[config.mk]
export PLATFORM = sky130hd
export DESIGN_NAME = dyna_packet_tx
export DESIGN_NICKNAME = d
export VERILOG_FILES = /design/src/rtl/dyna_packet_tx.sv
export SDC_FILE = /design/constraint.sdc
export NUM_CORES = 1
export LEC_CHECK = 0
export BUFFER_PORTS_ARGS = -buffer_cell sky130_fd_sc_hd__clkbuf_2
export CAP_MARGIN = 20
export CORE_MARGIN = 10
export CORE_UTILIZATION = 55
export DETAILED_ROUTE_END_ITERATION = 6
export GPL_ROUTABILITY_DRIVEN = 0
export PLACE_DENSITY = 0.84
export SLEW_MARGIN = 0
export SYNTH_ARGS = -nofsm -noshare
export SYNTH_HDL_FRONTEND = slang
export SYNTH_SLANG_ARGS = --single-unit
[constraint.sdc]
create_clock -name clk -period 11.37 [get_ports clk]
set_input_delay 2.274 -clock clk [delete_from_list [all_inputs] [get_ports clk]]
set_output_delay 2.274 -clock clk [all_outputs]
set_load 0.03 [all_outputs]
[src/rtl/dyna_packet_tx.sv]
// Dynamixel 1.0 instruction packet transmitter over a half-duplex UART 8N1 line.
// Optional bus turnaround hold is compiled in with macro DYNA_TX_TURNAROUND_EN.
module dyna_packet_tx #(
   parameter int unsigned CLK_HZ      = 50000000,
   parameter int unsigned BAUD        = 1000000,
   parameter int unsigned MAX_PARAMS  = 8,
   parameter int unsigned TURN_CYCLES = 100,
   localparam int unsigned NpW        = $clog2(MAX_PARAMS + 1)
) (
   input  logic                    clk,
   input  logic                    reset_n,
   input  logic                    start,
   input  logic [7:0]              id,
   input  logic [7:0]              instr,
   input  logic [NpW-1:0]          nparams,
   input  logic [8*MAX_PARAMS-1:0] params,
   output logic                    tx,
   output logic                    tx_en,
   output logic                    busy,
   output logic                    done,
   output logic                    err
);

   localparam int unsigned Div      = CLK_HZ / BAUD;
   localparam int unsigned MaxCnt   = (Div > TURN_CYCLES) ? Div : TURN_CYCLES;
   localparam int unsigned CntW     = $clog2(MaxCnt + 1);
   localparam int unsigned ByteW    = $clog2(MAX_PARAMS + 7);
   localparam int unsigned PiW      = (MAX_PARAMS > 1) ? $clog2(MAX_PARAMS) : 1;
   localparam int unsigned TurnLast = (TURN_CYCLES > 0) ? TURN_CYCLES - 1 : 0;

   typedef enum logic [2:0] {StIdle, StStart, StData, StStop, StTurn} state_e;

   state_e                         state_q, state_d;
   logic [CntW-1:0]                cnt_q, cnt_d;
   logic [2:0]                     bit_q, bit_d;
   logic [ByteW-1:0]               byte_q, byte_d;
   logic [7:0]                     id_q, id_d;
   logic [7:0]                     instr_q, instr_d;
   logic [NpW-1:0]                 np_q, np_d;
   logic [MAX_PARAMS-1:0][7:0]     params_q, params_d;
   logic [7:0]                     chk_q, chk_d;
   logic                           done_q, done_d;
   logic                           err_q, err_d;

   logic [7:0]                     sum_in;
   logic [7:0]                     cur_byte;
   logic [ByteW-1:0]               last_byte;
   logic [PiW-1:0]                 pidx;
   logic                           cnt_last;

   // Checksum over the request as presented, so it is ready before the first byte goes out.
   always_comb begin
      sum_in = id + 8'(nparams) + 8'd2 + instr;
      for (int i = 0; i < MAX_PARAMS; i++) begin
         if (i < int'(nparams)) sum_in = sum_in + params[8*i +: 8];
      end
   end

   assign last_byte = ByteW'(np_q) + ByteW'(5);

   always_comb begin
      cur_byte = 8'hFF;
      pidx     = PiW'(byte_q - ByteW'(5));
      if (byte_q == ByteW'(2)) begin
         cur_byte = id_q;
      end else if (byte_q == ByteW'(3)) begin
         cur_byte = 8'(np_q) + 8'd2;
      end else if (byte_q == ByteW'(4)) begin
         cur_byte = instr_q;
      end else if (byte_q == last_byte) begin
         cur_byte = chk_q;
      end else if (byte_q > ByteW'(4)) begin
         cur_byte = params_q[pidx];
      end
   end

   assign cnt_last = (cnt_q == CntW'(Div - 1));

   always_comb begin
      state_d  = state_q;
      cnt_d    = cnt_q;
      bit_d    = bit_q;
      byte_d   = byte_q;
      id_d     = id_q;
      instr_d  = instr_q;
      np_d     = np_q;
      params_d = params_q;
      chk_d    = chk_q;
      done_d   = 1'b0;
      err_d    = 1'b0;
      unique case (state_q)
         StIdle: begin
            if (start) begin
               if (nparams > NpW'(MAX_PARAMS)) begin
                  err_d = 1'b1;
               end else begin
                  id_d     = id;
                  instr_d  = instr;
                  np_d     = nparams;
                  params_d = params;
                  chk_d    = ~sum_in;
                  cnt_d    = '0;
                  byte_d   = '0;
                  state_d  = StStart;
               end
            end
         end
         StStart: begin
            if (cnt_last) begin
               cnt_d   = '0;
               bit_d   = '0;
               state_d = StData;
            end else begin
               cnt_d = cnt_q + 1'b1;
            end
         end
         StData: begin
            if (cnt_last) begin
               cnt_d = '0;
               if (bit_q == 3'd7) state_d = StStop;
               else               bit_d   = bit_q + 1'b1;
            end else begin
               cnt_d = cnt_q + 1'b1;
            end
         end
         StStop: begin
            if (cnt_last) begin
               cnt_d = '0;
               if (byte_q == last_byte) begin
`ifdef DYNA_TX_TURNAROUND_EN
                  state_d = StTurn;
`else
                  state_d = StIdle;
                  done_d  = 1'b1;
`endif
               end else begin
                  byte_d  = byte_q + 1'b1;
                  state_d = StStart;
               end
            end else begin
               cnt_d = cnt_q + 1'b1;
            end
         end
         StTurn: begin
            if (cnt_q == CntW'(TurnLast)) begin
               cnt_d   = '0;
               state_d = StIdle;
               done_d  = 1'b1;
            end else begin
               cnt_d = cnt_q + 1'b1;
            end
         end
         default: state_d = StIdle;
      endcase
   end

   always_ff @(posedge clk) begin
      if (!reset_n) begin
         state_q  <= StIdle;
         cnt_q    <= '0;
         bit_q    <= '0;
         byte_q   <= '0;
         id_q     <= '0;
         instr_q  <= '0;
         np_q     <= '0;
         params_q <= '0;
         chk_q    <= '0;
         done_q   <= 1'b0;
         err_q    <= 1'b0;
      end else begin
         state_q  <= state_d;
         cnt_q    <= cnt_d;
         bit_q    <= bit_d;
         byte_q   <= byte_d;
         id_q     <= id_d;
         instr_q  <= instr_d;
         np_q     <= np_d;
         params_q <= params_d;
         chk_q    <= chk_d;
         done_q   <= done_d;
         err_q    <= err_d;
      end
   end

   always_comb begin
      tx = 1'b1;
      if (state_q == StStart)     tx = 1'b0;
      else if (state_q == StData) tx = cur_byte[bit_q];
   end

   assign busy  = (state_q != StIdle);
   assign tx_en = busy;
   assign done  = done_q;
   assign err   = err_q;

endmodule

Word level (Yosys, flattened, before mapping)
Index checks and enable logic that the tools add are counted.
- add/sub/neg operators: 17
- multiply operators: 0
- divide/modulo/power cells: 0
- magnitude comparators: 12
- equality and inequality tests: 20
- shifts and indexed selects: 0
- multiplexer cells: 47
- bitwise operators: 2
- reductions and logical operators: 12
- operators with widths (cell ; count):
    2-to-1 mux 8 bit ; 14
    adder 8 bit ; 9
    2-to-1 mux 3 bit ; 10
    2-to-1 mux 7 bit ; 4
    binary-select mux 8 bit (select 3 bit) ; 1
    case mux 7 bit (3 select lines) ; 1
    inequality test 2 bit, second input constant ; 9
    < comparator 3 x 4 -> 1 bit, first input constant ; 4
    2-to-1 mux 4 bit ; 4
    case mux 3 bit (5 select lines) ; 1
    AND reduction 3 bit ; 3
    adder 8 x 2 -> 8 bit, second input constant ; 1
    adder 8 x 4 -> 8 bit ; 1
    equality test 4 x 2 -> 1 bit, second input constant ; 2
    < comparator 1 x 4 -> 1 bit, first input constant ; 2
    < comparator 2 x 4 -> 1 bit, first input constant ; 2
    < comparator 3 x 4 -> 1 bit, second input constant ; 2
    2-to-1 mux 1 bit ; 8
    NOT 8 bit ; 1
    case mux 4 bit (2 select lines) ; 1
    adder 7 x 1 -> 7 bit, second input constant ; 1
    equality test 7 x 6 -> 1 bit, second input constant ; 1
    equality test 7 bit, second input constant ; 1
    AND reduction 7 bit ; 1
    other kinds (22) ; 26
- register bits: 111
- latch bits: 0
- bits in writable memories: 0
- ROM bits: 0
- input port bits: 87
- word-level logic and storage cells: 128
- memories: 0

Longest topological paths before layout
Gate-level depths: netlist (run 1).
- word-level depth: 20
- gate-level depth with buffers: 50
- depth with buffers taken out: 50

Worst setup path after synthesis (run 1)
Ideal clock, no wire load.
- path type: input -> register
- start: input id[0]
- end: register chk_q[7]
- arrival time: 11.519 ns
- path slack: -0.282 ns
- stages: 47
- cell sequence: fa_1 ha_1 xor2_1 ha_1 inv_1 fa_1 o41a_1 a21oi_1 inv_1 fa_1 nor2b_1 o21ai_0 a21boi_0 nor3_1 a31oi_1 inv_1 ha_1 inv_1 [... 11 more ...] o21ai_0 nand3_1 ha_1 nor3b_1 nor2_1 mux2_2 ha_1 a21boi_0 nor3_1 a211oi_1 a31oi_1 ha_1 o41ai_1 mux2i_1 xnor2_1 xnor3_1 xnor3_1 a21oi_1
- cells in the longest elaborated chain, start to end: 20
- ends and longest elaborated chain (what ; line ; RTL):
    from (decl) ; 13 ; input logic [7:0] id,
    adder 8 x 4 -> 8 bit * ; 53 ; sum_in = id + 8'(nparams) + 8'd2 + instr;
    adder 8 x 2 -> 8 bit * ; 53 ;
    adder 8 bit * ; 53 ;
    adder 8 bit ; 55 ; if (i < int'(nparams)) sum_in = sum_in + params[8*i +: 8];
    2-to-1 mux 8 bit * ; 55 ;
    adder 8 bit ; 55 ;
    2-to-1 mux 8 bit * ; 55 ;
    adder 8 bit ; 55 ;
    [... 4 more ...] ; - ;
    2-to-1 mux 8 bit * ; 55 ;
    adder 8 bit ; 55 ;
    2-to-1 mux 8 bit * ; 55 ;
    adder 8 bit ; 55 ;
    2-to-1 mux 8 bit * ; 55 ;
    adder 8 bit ; 55 ;
    2-to-1 mux 8 bit * ; 55 ;
    NOT 8 bit * ; 101 ; chk_d = ~sum_in;
    to (signal assigned) ; 179 ; chk_q <= chk_d;
    to (decl) ; 41 ; logic [7:0] chk_q, chk_d;
Mark *: on every way between the ends. The rest lies on a longest branch, timed or not.
A chain may end at the register's enable or synchronous reset.

Worst setup path in the final report (run 1)
Ends and elaborated chain as after synthesis.

==> results of run 1 <==
-- layer usage --
layer,vias to the layer above,GRT usage
li1,4321,-
met1,4367,0.300
met2,561,0.409
met3,147,0.0358
met4,0,0.129
met5,-,0
-- critical path, delay by kind of cell --
kind / cells / cell delay (ps)
and+or+nand+nor: 6 / 810
muxes: 3 / 820
buffers and inverters: 6 / 750
AOI/OAI and AO/OA: 15 / 2570
adders and majority gates: 10 / 3140
xor gates and xnor gates: 8 / 1390
-- cells in the final DEF, fill, tap and decap left out, drive strengths merged, types with 16 or more instances in the layout --
cell type,count
nand2,223
a21oi,147
buf,132
dfxtp,110
clkbuf,102
ha,82
nor2,80
o21ai,63
inv,61
xnor2,34
nand3,22
nor3,21
xor2,18
mux4,17
a21o,16
mux2,16
-- synthesized netlist by cell type, types with 14 or more instances --
cell type  number  area share
nand2_1       223       0.096
a21oi_1       147       0.084
dfxtp_1       110        0.25
ha_1           82        0.12
nor2_1         80       0.034
o21ai_0        60       0.034
inv_1          57       0.024
clkbuf_1       46       0.020
xnor2_1        34       0.034
nand3_1        22       0.013
nor3_1         21       0.012
xor2_1         18       0.018
mux4_2         17       0.044
a21o_1         16       0.014
mux2_2         15       0.019
mux2i_1        14       0.016
-- cell families (layout without fill, tap and decap cells) --
group | after synthesis | count (layout) | synth area share
AO/OA/AOI/OAI | 302 | 302 | 0.203
XOR/XNOR | 54 | 54 | 0.0573
adder cells (fa/ha/maj) | 94 | 94 | 0.145
buffers and inverters | 116 | 296 | 0.0521
flip-flops | 110 | 110 | 0.252
multiplexers | 47 | 47 | 0.0809
AND/OR/NAND/NOR | 415 | 415 | 0.210
-- per-stage QoR --
stage,setup TNS (ps),instances
6_report,-202,1534
5_1_grt,-664,1534
4_1_cts,0,1520
3_5_place_dp,-1200,1498
3_3_place_gp,-439,1498
2_1_floorplan,0,1138
-- repair_timing --
item	in CTS	in global routing
setup endpoints to repair	1	2
cloned	0	0
pin swaps	18	44
gates resized for setup	36	82
setup buffers	6	13
-- state kept, by name, indices dropped and copies added, names as in the netlist, 3 cells and up --
register  count
byte_q        4
bit_q         3
id_q          8
chk_q         8
cnt_q         7
params_q     64
np_q          4
instr_q       8
-- final cells by class --
cell class / instances / area, µm² / share of cell area
Timing Repair Buffer: 223 / 1470 / 0.132
Clock inverter: 5 / 47.5 / 0.00429
Tap cell: 216 / 270 / 0.0244
Clock buffer: 11 / 243 / 0.0219
Multi-Input combinational cell: 912 / 6640 / 0.599
Sequential cell: 110 / 2200 / 0.199
Inverter: 57 / 214 / 0.0193
-- path summary, 6_finish.rpt --
| path | start | end |
|---|---|---|
| min | instr_q[3] | instr_q[3] |
| max reg2reg | state_q[0] | chk_q[6] |
| min reg2reg | instr_q[3] | instr_q[3] |
| max | id[0] | chk_q[7] |
==> qor.yml, run 1 <==
antenna_found_initial: 0
synth_cell_types: 66
fin_nets: 1494
routed_wl_mm: 29.3
ys_ff_latch: 110
synthCells: 1138
seq_area_frac_synth: 0.252
clockBufferDepth: 2
syn2layout_area_growth_pct: 26.8
hold_viol: 0
final_util: 0.705
dieArea_um2: 21300
slew_violations: 0
clockRootBuffer: "clkbuf_16"
grt_pass1_vias: 9059
worstSetupStartpointType: "primary input"
clk_pin_slew_ps: 80
n_antenna_cell: 0
wl_met1_mm: 11.0
async_flop_share: 0
holdWs_ps: 456
rrSetupSlack_ps: 8980
globalRouteOverflowTotal: 0
clock_skew_ps: 7.88
grt_pass1_wl_mm: 43.5
layout-drive-gt1-share: 0.285
worst_pin_slew_ps: 991
dieHeight_um: 146
syn_avg_cell_area_um2: 7.68
vias: 9396
syn_area_um2: 8740
dp_hpwl_mm: 20.0
max_cap_viol_count: 0
setup_viol: 1
setup_ws_ps: -202
fin_crit_sh: 1.02
grt_use_total: 0.245
slew_headroom: 0.339
path_class: "in2reg"
cp_data_arrival_time_ps: 11770
start_util: 0.556
wl_met2_mm: 14.2
slowest_delay_ps: 620
viasPerCell: 6.13
design_area_um2: 11100
pre_cts_slack_ps: -951
placed_area_um2: 10100
core-area_um2: 15700
postCtsHoldBufs: 0
synth_fp_nets: 1319
cts_buffers: 9
die_width_um: 146
crit_slowest_cell: "fa_2"
fillers: 1091
yosys_warnings: 0
h-tree-depth: 3
final_antenna_net_count: 0
wl_per_cell_um: 19.1
cts_tree: "built"
drc_errors: 0
cpMostUsedCell: "ha_1"
synth_edf_count: 0
drt_iter0_markers: 1119
min_path_cells: 2
clock_latency_ps: 370
wl_met3_mm: 2.44
r2r_cells: 6
min_period_ps: 11570
clock-sinks: 110
drtPass1Iterations: 7
max_freq_mhz: 86.4
crit_path_end_kind: "flip-flop"
status: "finished, violations left"
crit_fanout: 3
hold_class: "reg2reg"
rsz0062_at_grt: "yes"
row_count: 46
grt_max_degree: 95
ys.flop_type: "dfxtp_1"
worstPathRequired_ps: 11570
io_buffers: 91
top_layer_used: "met4"
pin_count: 92
violations: "setup timing"
Power of run 1 is not shown: default switching activity piles up to over one toggle a cycle in this logic, so the estimate is an artifact.
==> run 2: changes to the inputs <==
Settings changed: CTS_BUF_LIST set to sky130_fd_sc_hd__clkbuf_16.
==> run 2 against run 1 <==
The run ends with DRC, setup timing left. Critical path depth decreased by 3. First-iteration DRC count increased by 57%. Final cell count increased by 0.39%. Routed wire length increased by 16%. Maximum frequency decreased by 1.4%.
==> qor.yml, run 2 (synthesized netlist as in run 1, its figures left out) <==
crit_slowest_cell: "fa_1"
worst_pin_slew_ps: 1020
syn2layout_area_growth_pct: 29.7
final_antenna_net_count: 0
die_width_um: 146
pre_cts_slack_ps: -951
hold_viol: 0
holdWs_ps: 457
final_cell_mix: "nand2_1, buf_4, a21oi_1"
worst-path-stages: 45
crit_fanout: 3
slew_violations: 0
drc_errors: 2
clock-sinks: 110
vias: 10100
routed_wl_mm: 34.0
rrSetupSlack_ps: 8760
slowest_delay_ps: 590
fillers: 999
layout-drive-gt1-share: 0.303
min_period_ps: 11730
h-tree-depth: 3
setup_viol: 2
cp_num_buf_inv: 2
max_freq_mhz: 85.2
layout_commonest_cell: "nand2_1"
r2r_cells: 6
rsz0062_at_grt: "yes"
status: "finished, violations left"
n_antenna_cell: 0
grt_max_degree: 95
slew_headroom: 0.323
dieArea_um2: 21300
drt_iter0_markers: 1756
postCtsHoldBufs: 0
grt_use_total: 0.244
cts_buffers: 9
path_class: "in2reg"
wl_met2_mm: 15.3
io_buffers: 91
grt_pass1_wl_mm: 43.3
drtPass1Iterations: 7
clk_pin_slew_ps: 80
clock_latency_ps: 370
largest_reg_flops: 64
worstSetupStartpointType: "primary input"
wl_per_cell_um: 22.1
hold_class: "reg2reg"
setup_ws_ps: -361
core-area_um2: 15700
crit_family: "adder cells"
clock_skew_ps: 7.47
dieHeight_um: 146
pin_count: 92
crit_path_end_kind: "flip-flop"
largest_register: "params_q"
seqCellArea_um2: 2200
globalRouteOverflowTotal: 0
top_layer_used: "met4"
antenna_found_initial: 0
fin_nets: 1500
wl_met3_mm: 4.09
wl_met1_mm: 11.6
r2r-start: "state_q[0]"
setup_tns_ps: -427
dp_hpwl_mm: 20.0
cp_data_arrival_time_ps: 11960
final_util: 0.721
start_util: 0.556
clockBufferDepth: 2
viasPerCell: 6.56
grt_pass1_vias: 9098
timing.rr.end: "chk_q[6]"
violations: "DRC, setup timing"
crit_path_start: "nparams[2]"
cpMostUsedCell: "ha_4"
multi_input_area_um2: 6840
fin_crit_sh: 1.03
endpoint: "chk_q[7]"
worstPathRequired_ps: 11590
clockRootBuffer: "clkbuf_16"
cts_tree: "built"
row_count: 46
max_cap_viol_count: 0
## run 2: layer usage
metal	vias to the layer above	track usage
met5	-	0
met4	0	0.138
met3	303	0.0423
met2	874	0.404
met1	4607	0.295
li1	4317	-
## run 2: final cells by class
class	count	area share
multi-input cells	912	0.604
flip-flops and latches	110	0.194
repair buffers	229	0.135
well taps	216	0.0238
clock buffers	9	0.0199
inverters	57	0.0189
clock inverters	7	0.00486
## run 2: what timing repair did
item / in CTS / in global routing
endpoints found under the setup margin: 1 / 3
gates resized for setup: 36 / 121
buffers inserted: 6 / 19
pin swaps: 18 / 73
## run 2: worst min-delay path, delay by kind of cell, from the launching register on
family / cells / cell delay [ps]
and+or+nand+nor: 1 / 50
DFF: 1 / 310
AOI/OAI and AO/OA: 1 / 50
## run 2: metrics by stage
step	instance area, µm²	cells
2_1_floorplan	8780	1138
3_5_place_dp	10100	1498
4_1_cts	10600	1520
6_report	11300	1540
3_3_place_gp	10100	1498
5_1_grt	11300	1540
## run 2: worst min-delay path by stage
stage	endpoint	cells after the start	from
2_1_floorplan	cnt_q[6]	1	cnt_q[6]
3_3_place_gp	params_q[51]	2	params_q[51]
6_report	id_q[7]	2	id_q[7]
5_1_grt	params_q[62]	2	params_q[62]
4_1_cts	params_q[39]	2	params_q[39]
3_5_place_dp	params_q[39]	2	params_q[39]
Power of run 2 is left out for the same reason.
